`config.mk`:
```
export PLATFORM = sky130hd
export DESIGN_NAME = usrt_rec_param
export DESIGN_NICKNAME = d
export VERILOG_FILES = /design/src/rtl/usrt_pkg.sv /design/src/rtl/sync_fifo.sv /design/src/rtl/usrt_rec_param.sv
export SDC_FILE = /design/constraint.sdc
export NUM_CORES = 1
export LEC_CHECK = 0
export ABC_AREA = 1
export CAP_MARGIN = 10
export CORE_MARGIN = 2
export CORE_UTILIZATION = 55
export CTS_CLUSTER_SIZE = 12
export DETAILED_ROUTE_END_ITERATION = 7
export GPL_TIMING_DRIVEN = 0
export HOLD_SLACK_MARGIN = 0.15
export PLACE_DENSITY = 0.74
export SYNTH_ARGS = -nofsm -noshare
export SYNTH_HDL_FRONTEND = slang
export SYNTH_SLANG_ARGS = --single-unit
```
`constraint.sdc`:
```
create_clock -name clk -period 4.81 [get_ports clk]
set_input_delay 0.962 -clock clk [delete_from_list [all_inputs] [get_ports clk]]
set_output_delay 0.962 -clock clk [all_outputs]
set_load 0.005 [all_outputs]
```
`src/rtl/usrt_pkg.sv`:
```
// Shared definitions for the parametrised USRT receiver: parity modes,
// receive FSM state encoding and a constant-evaluable ceil(log2) helper.
package usrt_pkg;

  localparam int PAR_NONE = 0;
  localparam int PAR_EVEN = 1;
  localparam int PAR_ODD  = 2;

  typedef enum logic [1:0] {
    ST_IDLE   = 2'd0,
    ST_DATA   = 2'd1,
    ST_PARITY = 2'd2,
    ST_STOP   = 2'd3
  } rx_state_t;

  function automatic int clog2(input int value);
    int res;
    res = 0;
    for (int i = 0; i < 31; i++) begin
      if ((1 << i) < value) res = i + 1;
    end
    return res;
  endfunction

endpackage

```
`src/rtl/sync_fifo.sv`:
```
// First-word-fall-through FIFO. The head word is visible on dout whenever
// the FIFO is not empty; a push into a full FIFO is dropped unless a pop
// happens in the same cycle.
module sync_fifo
  import usrt_pkg::*;
#(
  parameter int WIDTH = 8,
  parameter int DEPTH = 4
) (
  input  logic             clk,
  input  logic             rst,
  input  logic             push,
  input  logic             pop,
  input  logic [WIDTH-1:0] din,
  output logic [WIDTH-1:0] dout,
  output logic             full,
  output logic             empty
);
  localparam int AW = clog2(DEPTH);
  localparam int CW = AW + 1;

  logic [WIDTH-1:0] mem [DEPTH];
  logic [AW-1:0]    wr_ptr_reg;
  logic [AW-1:0]    rd_ptr_reg;
  logic [CW-1:0]    count_reg;
  logic             do_push;
  logic             do_pop;

  assign full    = (count_reg == CW'(DEPTH));
  assign empty   = (count_reg == '0);
  assign do_pop  = pop & ~empty;
  assign do_push = push & (~full | do_pop);

  always_ff @(posedge clk) begin
    if (do_push) mem[wr_ptr_reg] <= din;
  end

  // DEPTH is a power of two, so the pointers wrap on their own.
  always_ff @(posedge clk or negedge rst) begin
    if (!rst) begin
      wr_ptr_reg <= '0;
      rd_ptr_reg <= '0;
      count_reg  <= '0;
    end else begin
      if (do_push) wr_ptr_reg <= wr_ptr_reg + AW'(1);
      if (do_pop)  rd_ptr_reg <= rd_ptr_reg + AW'(1);
      case ({do_push, do_pop})
        2'b10:   count_reg <= count_reg + CW'(1);
        2'b01:   count_reg <= count_reg - CW'(1);
        default: count_reg <= count_reg;
      endcase
    end
  end

  assign dout = empty ? '0 : mem[rd_ptr_reg];

endmodule

```
`src/rtl/usrt_rec_param.sv`:
```
// Parametrised USRT receiver: oversamples usrt_clk/usrt_rx, assembles
// DATA_BITS-wide frames with optional parity, and queues them with flags.
module usrt_rec_param
  import usrt_pkg::*;
#(
  parameter int DATA_BITS   = 8,
  parameter int PARITY      = 0,
  parameter int SAMPLE_EDGE = 0,
  parameter int FIFO_DEPTH  = 4
) (
  input  logic                 clk,
  input  logic                 rst,
  input  logic                 usrt_rx,
  input  logic                 usrt_clk,
  input  logic                 ovf_clr,
  input  logic                 dout_ready,
  output logic [DATA_BITS-1:0] dout,
  output logic                 dout_perr,
  output logic                 dout_ferr,
  output logic                 dout_valid,
  output logic                 ovf
);
  localparam int CNT_W = clog2(DATA_BITS);
  localparam int FW    = DATA_BITS + 2;

  logic [1:0]           clk_sync_reg;
  logic [1:0]           rx_sync_reg;
  logic                 clk_prev_reg;
  logic                 rx_d_reg;
  logic                 smp_reg;

  rx_state_t            state_reg, state_next;
  logic [DATA_BITS-1:0] shift_reg, shift_next;
  logic [CNT_W-1:0]     cnt_reg, cnt_next;
  logic                 acc_reg, acc_next;
  logic                 perr_reg, perr_next;
  logic                 ferr_reg, ferr_next;
  logic                 push_reg, push_next;
  logic                 ovf_reg, ovf_next;

  logic [FW-1:0]        fifo_dout;
  logic                 fifo_full;
  logic                 fifo_empty;

  // rx gets one extra flop so it lines up with the registered smp strobe.
  always_ff @(posedge clk or negedge rst) begin
    if (!rst) begin
      clk_sync_reg <= 2'b11;
      rx_sync_reg  <= 2'b11;
      clk_prev_reg <= 1'b1;
      rx_d_reg     <= 1'b1;
      smp_reg      <= 1'b0;
    end else begin
      clk_sync_reg <= {clk_sync_reg[0], usrt_clk};
      rx_sync_reg  <= {rx_sync_reg[0], usrt_rx};
      clk_prev_reg <= clk_sync_reg[1];
      rx_d_reg     <= rx_sync_reg[1];
      smp_reg      <= (SAMPLE_EDGE != 0) ? (clk_sync_reg[1] & ~clk_prev_reg)
                                         : (~clk_sync_reg[1] & clk_prev_reg);
    end
  end

  always_ff @(posedge clk or negedge rst) begin
    if (!rst) begin
      state_reg <= ST_IDLE;
      shift_reg <= '0;
      cnt_reg   <= '0;
      acc_reg   <= 1'b0;
      perr_reg  <= 1'b0;
      ferr_reg  <= 1'b0;
      push_reg  <= 1'b0;
      ovf_reg   <= 1'b0;
    end else begin
      state_reg <= state_next;
      shift_reg <= shift_next;
      cnt_reg   <= cnt_next;
      acc_reg   <= acc_next;
      perr_reg  <= perr_next;
      ferr_reg  <= ferr_next;
      push_reg  <= push_next;
      ovf_reg   <= ovf_next;
    end
  end

  always_comb begin
    state_next = state_reg;
    shift_next = shift_reg;
    cnt_next   = cnt_reg;
    acc_next   = acc_reg;
    perr_next  = perr_reg;
    ferr_next  = ferr_reg;
    push_next  = 1'b0;
    if (smp_reg) begin
      case (state_reg)
        ST_IDLE: begin
          if (!rx_d_reg) begin
            state_next = ST_DATA;
            cnt_next   = '0;
            acc_next   = 1'b0;
            perr_next  = 1'b0;
          end
        end
        ST_DATA: begin
          shift_next = {rx_d_reg, shift_reg[DATA_BITS-1:1]};
          acc_next   = acc_reg ^ rx_d_reg;
          cnt_next   = cnt_reg + CNT_W'(1);
          if (cnt_reg == CNT_W'(DATA_BITS - 1))
            state_next = (PARITY != PAR_NONE) ? ST_PARITY : ST_STOP;
        end
        ST_PARITY: begin
          perr_next  = (PARITY == PAR_ODD) ? ~(acc_reg ^ rx_d_reg) : (acc_reg ^ rx_d_reg);
          state_next = ST_STOP;
        end
        ST_STOP: begin
          ferr_next  = ~rx_d_reg;
          push_next  = 1'b1;
          state_next = ST_IDLE;
        end
        default: state_next = ST_IDLE;
      endcase
    end
  end

  // A simultaneous pop frees the slot, so only push-on-full without ready drops.
  always_comb begin
    ovf_next = ovf_reg;
    if (push_reg && fifo_full && !dout_ready) ovf_next = 1'b1;
    else if (ovf_clr)                         ovf_next = 1'b0;
  end

  sync_fifo #(
    .WIDTH (FW),
    .DEPTH (FIFO_DEPTH)
  ) u_fifo (
    .clk   (clk),
    .rst   (rst),
    .push  (push_reg),
    .pop   (dout_ready),
    .din   ({ferr_reg, perr_reg, shift_reg}),
    .dout  (fifo_dout),
    .full  (fifo_full),
    .empty (fifo_empty)
  );

  assign dout       = fifo_dout[DATA_BITS-1:0];
  assign dout_perr  = fifo_dout[DATA_BITS];
  assign dout_ferr  = fifo_dout[DATA_BITS+1];
  assign dout_valid = ~fifo_empty;
  assign ovf        = ovf_reg;

endmodule

```
### Word-level counts from Yosys, hierarchy flattened

Memory sizes are Yosys's and may differ from the RTL's.
Index checks and enable logic that the tools add are counted.

| word-level totals | value |
|---|---|
| RAM bits | 40 |
| logic and storage cells | 70 |
| register bits | 32 |
| input port bits | 6 |
| output and inout port bits | 12 |
| memories | 1 |

| cells by class | value |
|---|---|
| muxes and demuxes | 16 |
| bitwise operators | 9 |
| reductions and logical operators | 14 |
| add/subtract/negate cells | 5 |
| equal/unequal tests | 9 |

Memories:

| memory | words | bits a word | read ports | clocked after Yosys merged registers in | write ports | RTL line | RTL |
|---|---|---|---|---|---|---|---|
| u_fifo.mem | 4 | 10 | 1 | 0 | 1 | sync_fifo.sv:22 | `logic [WIDTH-1:0] mem [DEPTH];` |

Operators by type and width:

| cell | number |
|---|---|
| $pmux W3 S2 | 2 |
| $mux W10 | 1 |
| $reduce_and A3 Y1 | 3 |
| $pmux W2 S4 | 1 |
| $reduce_bool A2 Y1 | 4 |
| $mux W1 | 7 |
| $add A3 B1 Y3 const B | 2 |
| $eq A2 B2 Y1 const B | 3 |
| $eq A3 B3 Y1 const B | 2 |
| $add A2 B1 Y2 const B | 2 |
| $eq A2 B1 Y1 const B | 2 |
| $mux W2 | 2 |
| $ne A2 B2 Y1 const B | 2 |
| $not A1 Y1 | 4 |
| $pmux W1 S2 | 2 |
| $reduce_and A2 Y1 | 2 |
| $and A1 B1 Y1 | 3 |
| $logic_not A3 Y1 | 1 |
| $mux W3 | 1 |
| $sub A3 B1 Y3 const B | 1 |
| $logic_and A1 B1 Y1 | 2 |
| $logic_not A2 Y1 | 1 |
| $logic_not A1 Y1 | 1 |
| $or A1 B1 Y1 | 1 |
| $xor A1 B1 Y1 | 1 |

### Longest topological paths before layout

Gate-level depths: netlist of the first run.

| depth | value |
|---|---|
| depth in word-level cells | 7 |
| gate-level depth with buffers | 12 |
| depth with buffers taken out | 12 |

### Hierarchy

Synthesis of the first run repeated with hierarchy kept, for this count alone.

| second synthesis, totals | value |
|---|---|
| cells, all modules | 281 |
| area, all modules | 3075.4 µm² |

By module, submodules not included:

| module | instances | cells an instance | area an instance (µm²) | sequential area each (µm²) |
|---|---|---|---|---|
| sync_fifo | 1 | 173 | 2010.7 | 1376.3 |
| usrt_rec_param | 1 | 108 | 1064.8 | 633.1 |

### Worst setup path after synthesis of the first run

Ideal clock, no wire load.

| path | value |
|---|---|
| path type | input to register |
| start | input port dout_ready |
| end | register u_fifo.count_reg[2] |
| slack | 2.529 ns |
| buffers on the path | 0 |
| required time | 4.693 ns |
| cell stages on the path | 10 |
| library setup time | 0.117 ns |
| arrival time | 2.164 ns |
| path through | nor2_1 nand2_1 nand2_1 ha_1 inv_1 fa_1 nand2_1 nand3_1 nand2_1 nand2_1 |

| between the ends | value |
|---|---|
| word-level cells in the longest chain between the ends | 5 |
| elaborated cells on any way between the ends | 7 |
| those cells by class | eq/ne (2); mux (1); bitwise (3); reduce/logical (1) |

Ends and longest elaborated chain:

| item | RTL line | RTL |
|---|---|---|
| start: declaration | usrt_rec_param.sv:16 | `input logic dout_ready,` |
| $and A1 B1 Y1 (*) | sync_fifo.sv:31 | `assign do_pop = pop & ~empty;` |
| $or A1 B1 Y1 | sync_fifo.sv:32 | `assign do_push = push & (~full \| do_pop);` |
| $and A1 B1 Y1 | sync_fifo.sv:32 |  |
| $eq A2 B1 Y1 or $eq A2 B2 Y1 (tied branches) | sync_fifo.sv:47 | `case ({do_push, do_pop})` |
| $pmux W3 S2 or $reduce_bool A2 Y1 (tied branches) | -- |  |
| end signal: assignment | sync_fifo.sv:48 | `2'b10: count_reg <= count_reg + CW'(1);` |
| end signal: assignment | sync_fifo.sv:49 | `2'b01: count_reg <= count_reg - CW'(1);` |
| end signal: assignment | sync_fifo.sv:50 | `default: count_reg <= count_reg;` |
| end: declaration | sync_fifo.sv:25 | `logic [CW-1:0] count_reg;` |

Mark *: on every way between the ends. The rest lies on a longest branch, timed or not.
A chain may end at the register's enable or synchronous reset.

### Worst setup path after layout of the first run

| path | value |
|---|---|
| start | register u_fifo.count_reg[0] |
| end | output port dout_perr |

| between the ends | value |
|---|---|
| word-level cells in the longest chain between the ends | 2 |

Ends and longest elaborated chain:

| item | RTL line | RTL |
|---|---|---|
| $logic_not A3 Y1 | sync_fifo.sv:30 | `assign empty = (count_reg == '0);` |
| $mux W10 | sync_fifo.sv:55 | `assign dout = empty ? '0 : mem[rd_ptr_reg];` |
| end: declaration | usrt_rec_param.sv:18 | `output logic dout_perr,` |

Every way passes these cells.

==> summary.md, run 1 <==
| Metric | Value |
|---|---|
| Outcome | `completed` |
| MaxCap Viol Count | `0` |
| CTS tree | `yes` |
| CP Launch Type | `flop` |
| Worst slew pin tran | `~0.98 ns` |
| Worst Path Required | `3.85 ns` |
| Critical Path AT | `2.11 ns` |
| Number of I/O port buffers | `17` |
| Largest net degree at the start of global routing | `22` |
| Initial antenna violation count | `0` |
| RSZ-0062 raised after global routing | `false` |
| Inserted Diodes | `0` |
| Yosys top cell area share | `~39%` |
| Critical Path End Type | `output port` |
| Most frequent cells in the layout | `85 x nand2_1, 65 x inv_1, 40 x edfxtp_1` |
| Place WS | `1.82 ns` |
| CP cell instances | `nor2_1 -> nand2_1 -> clkinv_1 -> a21oi_1 -> clkdlybuf4s50_1` |
| DR vias/cell | `4.75` |
| Setup tns final | `0 ns` |
| Distinct cells, synth | `19` |
| Total grt overflow | `0` |
| R2R cell count | `10` |
| Initial DRC count | `just under 200` |
| Layout cell share with drive strength beyond 1 | `8.09%` |
| Final core occ | `64.6%` |
| Die Span X | `79.3 um` |
| Flops & latches, synth | `72` |
| Min-delay src | `rx_sync_reg[1]` |
| Placed cells | `402` |
| Max IR drop VDD | `roughly 310 uV` |
| First-pass GRT wire length | `9050 um` |
| CTS Buffer Depth | `2` |
| Sink Count | `between 70 and 80` |
| Fill count | `437` |
| Finished Layout Cells | `418` |
| Biggest area consumer among synthesized cells | `edfxtp_1` |
| GRT Total Usage | `around a fifth` |
| Final slew viol count | `0` |
| Final setup fails | `0` |
| First-pass DRT Iterations | `4` |
| Hold Path Depth | `0` |
| Row cnt | `27` |
| WL final | `5330 um` |
| Largest register FFs | `40` |
| DR DRC count | `0` |
| Initial core utilization | `approximately 57%` |
| Fmax | `325 MHz` |
| Clk_lat worst skew | `roughly 0.34 ns` |
| Syn avg cell area | `9.99 um2` |
| Synth Warn # | `0` |
| NumNets Final | `around 360` |
| Clock slew at reported path FFs | `~0.07 ns` |
| Vert. Die Dim | `79.3 um` |
| Syn Nets | `330` |
| WL per Instance | `12.7 um` |
| Pwr per Cell Area | `555 nW/um2` |
| CP Class | `reg2out` |
| Most common cell after layout, fill and taps aside | `nand2_1` |
| Final ANT Viol Nets | `0` |
| Worst-path maximum fanout | `10` |
| CP max stage delay | `0.55 ns` |
| Total CTS buffers | `9` |
| PostCTS Resize Cnt | `0` |
| Vias in the first global route | `1942` |
| Worst Setup Slack, final | `1.73 ns` |
| Synth area leaders | `edfxtp_1 39%, dfrtp_1 21%, nand2_1 10%` |
| Final Cycle Share | `64.0%` |
| Io pins | `18` |
| Worst min path class | `reg2reg` |
| Reg-to-reg endpoint | `u_fifo.count_reg[2]` |
| Worst hold path endpoint | `rx_d_reg` |
| Routability congestion estimate | `0.716` |
| Total number of vias | `1984` |
| CTS root buffer | `clkbuf_8` |
| Relative slew margins | `34.7%` |
| Skew final | `0.00869 ns` |
| Post-detail-place hpwl | `3590 um` |
| Post-DP Area | `3410 um2` |
| Fin crit period | `3.08 ns` |
| H-tree depth | `3` |
| Register area share after synthesis | `around 64%` |
| Setup Buffers After CTS | `0` |
| P&R area growth vs syn | `14.2%` |
| Reg2reg start | `u_fifo.count_reg[1]` |
| R2R setup slack | `2.80 ns` |
| Layout Cell Area excl Fill | `approximately 3600 um2` |
| Die ar. | `between 6000 and 7000 um2` |
| P_leak | `between 1.5 and 2 nW` |
| Crit-path slowest cell | `clkdlybuf4s50_1` |
| Core area | `5510 um2` |
| Hold Buf Count CTS | `0` |
| Synth Cell Area | `3120 um2` |
| Final Hold Viols | `0` |
| Post-Synthesis Cells | `around 310` |
[critical path: cells and delay by family, from the launching register on]
family	cells	cell delay (ns)
buffers and inverters	2	0.87
AOI/OAI and AO/OA	1	0.32
DFF	1	0.38
and+or+nand+nor	2	0.20
[cells by family after synthesis]
group                    count (synthesis)  synth area share, %
flip-flops                              72                 64.4
AO/OA/AOI/OAI                           23                 3.69
buffers and inverters                   74                 9.15
XOR/XNOR                                 3                0.843
adder cells (fa/ha/maj)                 12                 5.06
AND/OR/NAND/NOR                        128                 16.8
[layer usage]
| metal | up-vias | GRT usage [%] | wire, um |
|---|---|---|---|
| met2 | 29 | 31.8 | 2640 |
| met1 | 919 | 25.5 | 2420 |
| met3 | 9 | 4.43 | 167 |
| met4 | 0 | 9.31 | 92 |
| met5 | - | 0 | 0 |
| li1 | 1027 | - | - |
[Yosys cell counts]
cell type and count:
inv_2 1, nor2_1 13, nand2_1 85, o21ai_0 9
edfxtp_1 40, dfstp_2 6, inv_1 65, or2_2 2
nand4_1 1, nand3b_1 1, xnor2_1 2, buf_2 6
nand3_1 26, dfrtp_1 26, clkinv_1 2, fa_1 1
ha_1 11, a21oi_1 14, xor2_1 1
[final cells by class]
type	count	area [um2]	area share, %
clock buffer	10	128	3.59
timing repair buffer	18	198	5.55
tap	72	90.1	2.53
clock inverter	6	26.3	0.738
sequential	72	2010	56.5
buffer	6	30.0	0.844
inverter	68	255	7.17
multi-input combinational	166	823	23.1
[how the worst max path moves through the flow]
stage,end,from,slack (ns)
floorplan,u_fifo.count_reg[2],dout_ready,2.53
detailed placement,u_fifo.mem[0][3],dout_ready,1.82
global route,dout_perr,u_fifo.count_reg[0],1.61
finish,dout_perr,u_fifo.count_reg[0],1.73
global placement,u_fifo.mem[0][3],dout_ready,1.83
CTS,dout_perr,u_fifo.count_reg[0],1.72
[power by group]
| group | total (W) | internal (W) | switching, W | leakage (nW) |
|---|---|---|---|---|
| clock | 0.000386 | 0.000179 | 0.000207 | 0.0823 |
| sequential | 0.000913 | 0.000806 | 0.000107 | 0.750 |
| combinational | 0.000678 | 0.000308 | 0.000370 | 0.866 |
[stage by stage]
stage | total power [W] | hold WS [ns]
after global placement | 0.00157 | 0.346
after global routing | 0.00213 | 0.361
after CTS | 0.00199 | 0.355
final | 0.00198 | 0.350
after floorplan | 0.00131 | 0.345
after detailed placement | 0.00161 | 0.347
Power figures use the tool's default switching activity.
==> run 2: changes to the inputs <==
==> constraint.sdc (replaced) <==
create_clock -name clk -period 3.2 [get_ports clk]
set_input_delay 0.64 -clock clk [delete_from_list [all_inputs] [get_ports clk]]
set_output_delay 0.64 -clock clk [all_outputs]
set_load 0.005 [all_outputs]
==> results of run 2 <==
Same layout as run 1 (identical final DEF). Status: completed.
Main changes from that run: setup slack after placement 1.82 ns -> 0.537 ns; setup slack after layout 1.73 ns -> 0.445 ns; register-to-register setup slack 2.80 ns -> 1.19 ns; total power 0.00198 W -> 0.00297 W; worst IR drop on VDD 309 uV -> 464 uV
==> run 3: changes to the inputs <==
--- a/config.mk
+++ b/config.mk
@@ -8,12 +8,11 @@
 export ABC_AREA = 1
 export CAP_MARGIN = 10
 export CORE_MARGIN = 2
-export CORE_UTILIZATION = 55
+export CORE_UTILIZATION = 29
 export CTS_CLUSTER_SIZE = 12
 export DETAILED_ROUTE_END_ITERATION = 7
 export GPL_TIMING_DRIVEN = 0
 export HOLD_SLACK_MARGIN = 0.15
-export PLACE_DENSITY = 0.74
 export SYNTH_ARGS = -nofsm -noshare
 export SYNTH_HDL_FRONTEND = slang
 export SYNTH_SLANG_ARGS = --single-unit
==> summary.md, run 3 (same netlist as run 1, synthesis figures left out) <==
| Metric | Value |
|---|---|
| Outcome | `completed (unchanged)` |
| Comb pwr share | `33.0% (was 34.3%)` |
| Clock slew at reported path FFs | `0.08 ns (was 0.07 ns)` |
| PostCTS Resize Cnt | `0 (unchanged)` |
| Most frequent cells in the layout | `85 x nand2_1, 65 x inv_1, 40 x edfxtp_1 (unchanged)` |
| P_leak | `1.70 nW (about the same)` |
| Most common cell after layout, fill and taps aside | `nand2_1 (unchanged)` |
| Final Hold Viols | `0 (unchanged)` |
| RSZ-0062 raised after global routing | `false (unchanged)` |
| Number of I/O port buffers | `17 (unchanged)` |
| Total grt overflow | `0 (unchanged)` |
| Fmax | `357 MHz (was 363 MHz)` |
| Worst min path class | `in2async (was reg2reg)` |
| H-tree depth | `3 (unchanged)` |
| MaxCap Viol Count | `0 (unchanged)` |
| Sequential cell area | `2010 um2 (unchanged)` |
| CTS root buffer | `clkbuf_8 (unchanged)` |
| Io pins | `18 (unchanged)` |
| Largest net degree at the start of global routing | `33 (was 22)` |
| Total CTS buffers | `9 (unchanged)` |
| Setup tns final | `0 ns (unchanged)` |
| Die Span X | `108 um (was 79.3 um)` |
| First-pass DRT Iterations | `4 (unchanged)` |
| Fin crit period | `2.80 ns (was 2.75 ns)` |
| R2R setup slack | `1.20 ns (was 1.19 ns)` |
| NumNets Final | `358 (was 359)` |
| Switching Share | `35.0% (was 34.6%)` |
| Initial antenna violation count | `0 (unchanged)` |
| Initial core utilization | `30.1% (was 56.6%)` |
| Skew final | `0.0118 ns (was 0.00869 ns)` |
| R2R cell count | `5 (was 10)` |
| GRT Total Usage | `11.2% (was 19.7%)` |
| Vert. Die Dim | `108 um (was 79.3 um)` |
| Clock share of power | `22.9% (was 19.5%)` |
| Worst Path Required | `2.56 ns (about the same)` |
| Total number of vias | `2014 (was 1984)` |
| Critical Path End Type | `output port (unchanged)` |
| Worst slew pin tran | `1.05 ns (was 0.976 ns)` |
| NetSw | `0.00109 W (was 0.00103 W)` |
| Post-detail-place hpwl | `3780 um (was 3590 um)` |
| P&R area growth vs syn | `17.0% (was 14.2%)` |
| Layout cell share with drive strength beyond 1 | `8.99% (was 8.09%)` |
| Inserted Diodes | `0 (unchanged)` |
| Die ar. | `11600 um2 (was 6290 um2)` |
| DR DRC count | `0 (unchanged)` |
| CTS Buffer Depth | `2 (unchanged)` |
| Pwr per Cell Area | `856 nW/um2 (was 835 nW/um2)` |
| Clk_lat worst skew | `0.35 ns (was 0.34 ns)` |
| Seq pwr share | `44.2% (was 46.2%)` |
| Max IR drop VDD | `239 uV (was 464 uV)` |
| Fill count | `1067 (was 437)` |
| CTS tree | `yes (unchanged)` |
| Initial DRC count | `122 (was 196)` |
| Final slew viol count | `0 (unchanged)` |
| CP Launch Type | `flop (unchanged)` |
| WL final | `5870 um (was 5330 um)` |
| Relative slew margins | `29.7% (was 34.7%)` |
| Row cnt | `37 (was 27)` |
| Vias in the first global route | `1961 (was 1942)` |
| Reg-to-reg endpoint | `u_fifo.mem[0][8] (was u_fifo.count_reg[2])` |
| Hold Buf Count CTS | `0 (unchanged)` |
| Worst-path maximum fanout | `10 (unchanged)` |
| Setup Buffers After CTS | `0 (unchanged)` |
| DR vias/cell | `4.19 (was 4.75)` |
| Sink Count | `72 (unchanged)` |
| Multi-input logic area | `823 um2 (unchanged)` |
| Int Power | `0.00203 W (was 0.00194 W)` |
| CP Class | `reg2out (unchanged)` |
| Largest register FFs | `40 (unchanged)` |
| Critical Path AT | `2.16 ns (was 2.11 ns)` |
| Final setup fails | `0 (unchanged)` |
| Final ANT Viol Nets | `0 (unchanged)` |
| First-pass GRT wire length | `9650 um (was 9050 um)` |
| Final Cycle Share | `87.6% (was 86.1%)` |
| Routability congestion estimate | `0.766 (was 0.716)` |
| Final core occ | `35.2% (was 64.6%)` |
| Reg2reg start | `u_fifo.count_reg[2] (was u_fifo.count_reg[1])` |
| WL per Instance | `12.2 um (was 12.7 um)` |
| Core area | `10400 um2 (was 5510 um2)` |
[run 3: how the worst max path moves through the flow]
stage                        start                   to  slack [ns]  cells past startpoint
5_1_grt        u_fifo.count_reg[0]              dout[3]        0.26                      5
3_5_place_dp            dout_ready     u_fifo.mem[1][3]        0.46                      5
2_1_floorplan           dout_ready  u_fifo.count_reg[2]        1.24                     10
6_report       u_fifo.count_reg[0]              dout[7]        0.40                      5
3_3_place_gp            dout_ready     u_fifo.mem[2][3]        0.49                      5
4_1_cts        u_fifo.count_reg[0]            dout_perr        0.38                      5
[run 3: final cells by class]
| type | count | share of cell area [%] |
|---|---|---|
| plain buffers | 6 | 0.823 |
| well taps | 136 | 4.66 |
| multi-input cells | 166 | 22.6 |
| flip-flops and latches | 72 | 55.1 |
| clock inverters | 6 | 1.85 |
| repair buffers | 17 | 4.53 |
| inverters | 68 | 7.00 |
| clock buffers | 10 | 3.50 |
[run 3: per-layer routing]
layer  global-route usage, %  vias up  wire (um)
met3                    3.09        9        238
met1                    13.3      945       2590
li1                        -     1025          -
met2                    18.9       35       2940
met5                       0        -          0
met4                    5.31        0        108
[run 3: through the flow]
stage          instances  total power, W  cell area (um2)  setup slack [ns]  hold WS [ns]
4_1_cts              481         0.00316             3650             0.378         0.358
5_1_grt              481         0.00335             3650             0.260         0.365
6_report             481         0.00312             3650             0.398         0.354
3_3_place_gp         465         0.00239             3460             0.494         0.345
3_5_place_dp         465         0.00244             3450             0.459         0.347
2_1_floorplan        312         0.00197             3120              1.24         0.344
[run 3: critical path, stage by stage, from the launching register on]
cell	delay, ns
dfrtp_1	0.39
nor2_1	0.08
nand2_1	0.12
clkinv_1	0.35
a21oi_1	0.31
clkdlybuf4s50_1	0.55
[run 3: power groups by stage]
stage	clock network (W)	registers [W]	logic (W)
final	0.000714	0.00138	0.00103
after global routing	0.000772	0.00140	0.00117
after floorplan	0	0.00134	0.000631
after CTS	0.000735	0.00138	0.00105
after global placement	0	0.00138	0.00101
after detailed placement	0	0.00139	0.00105
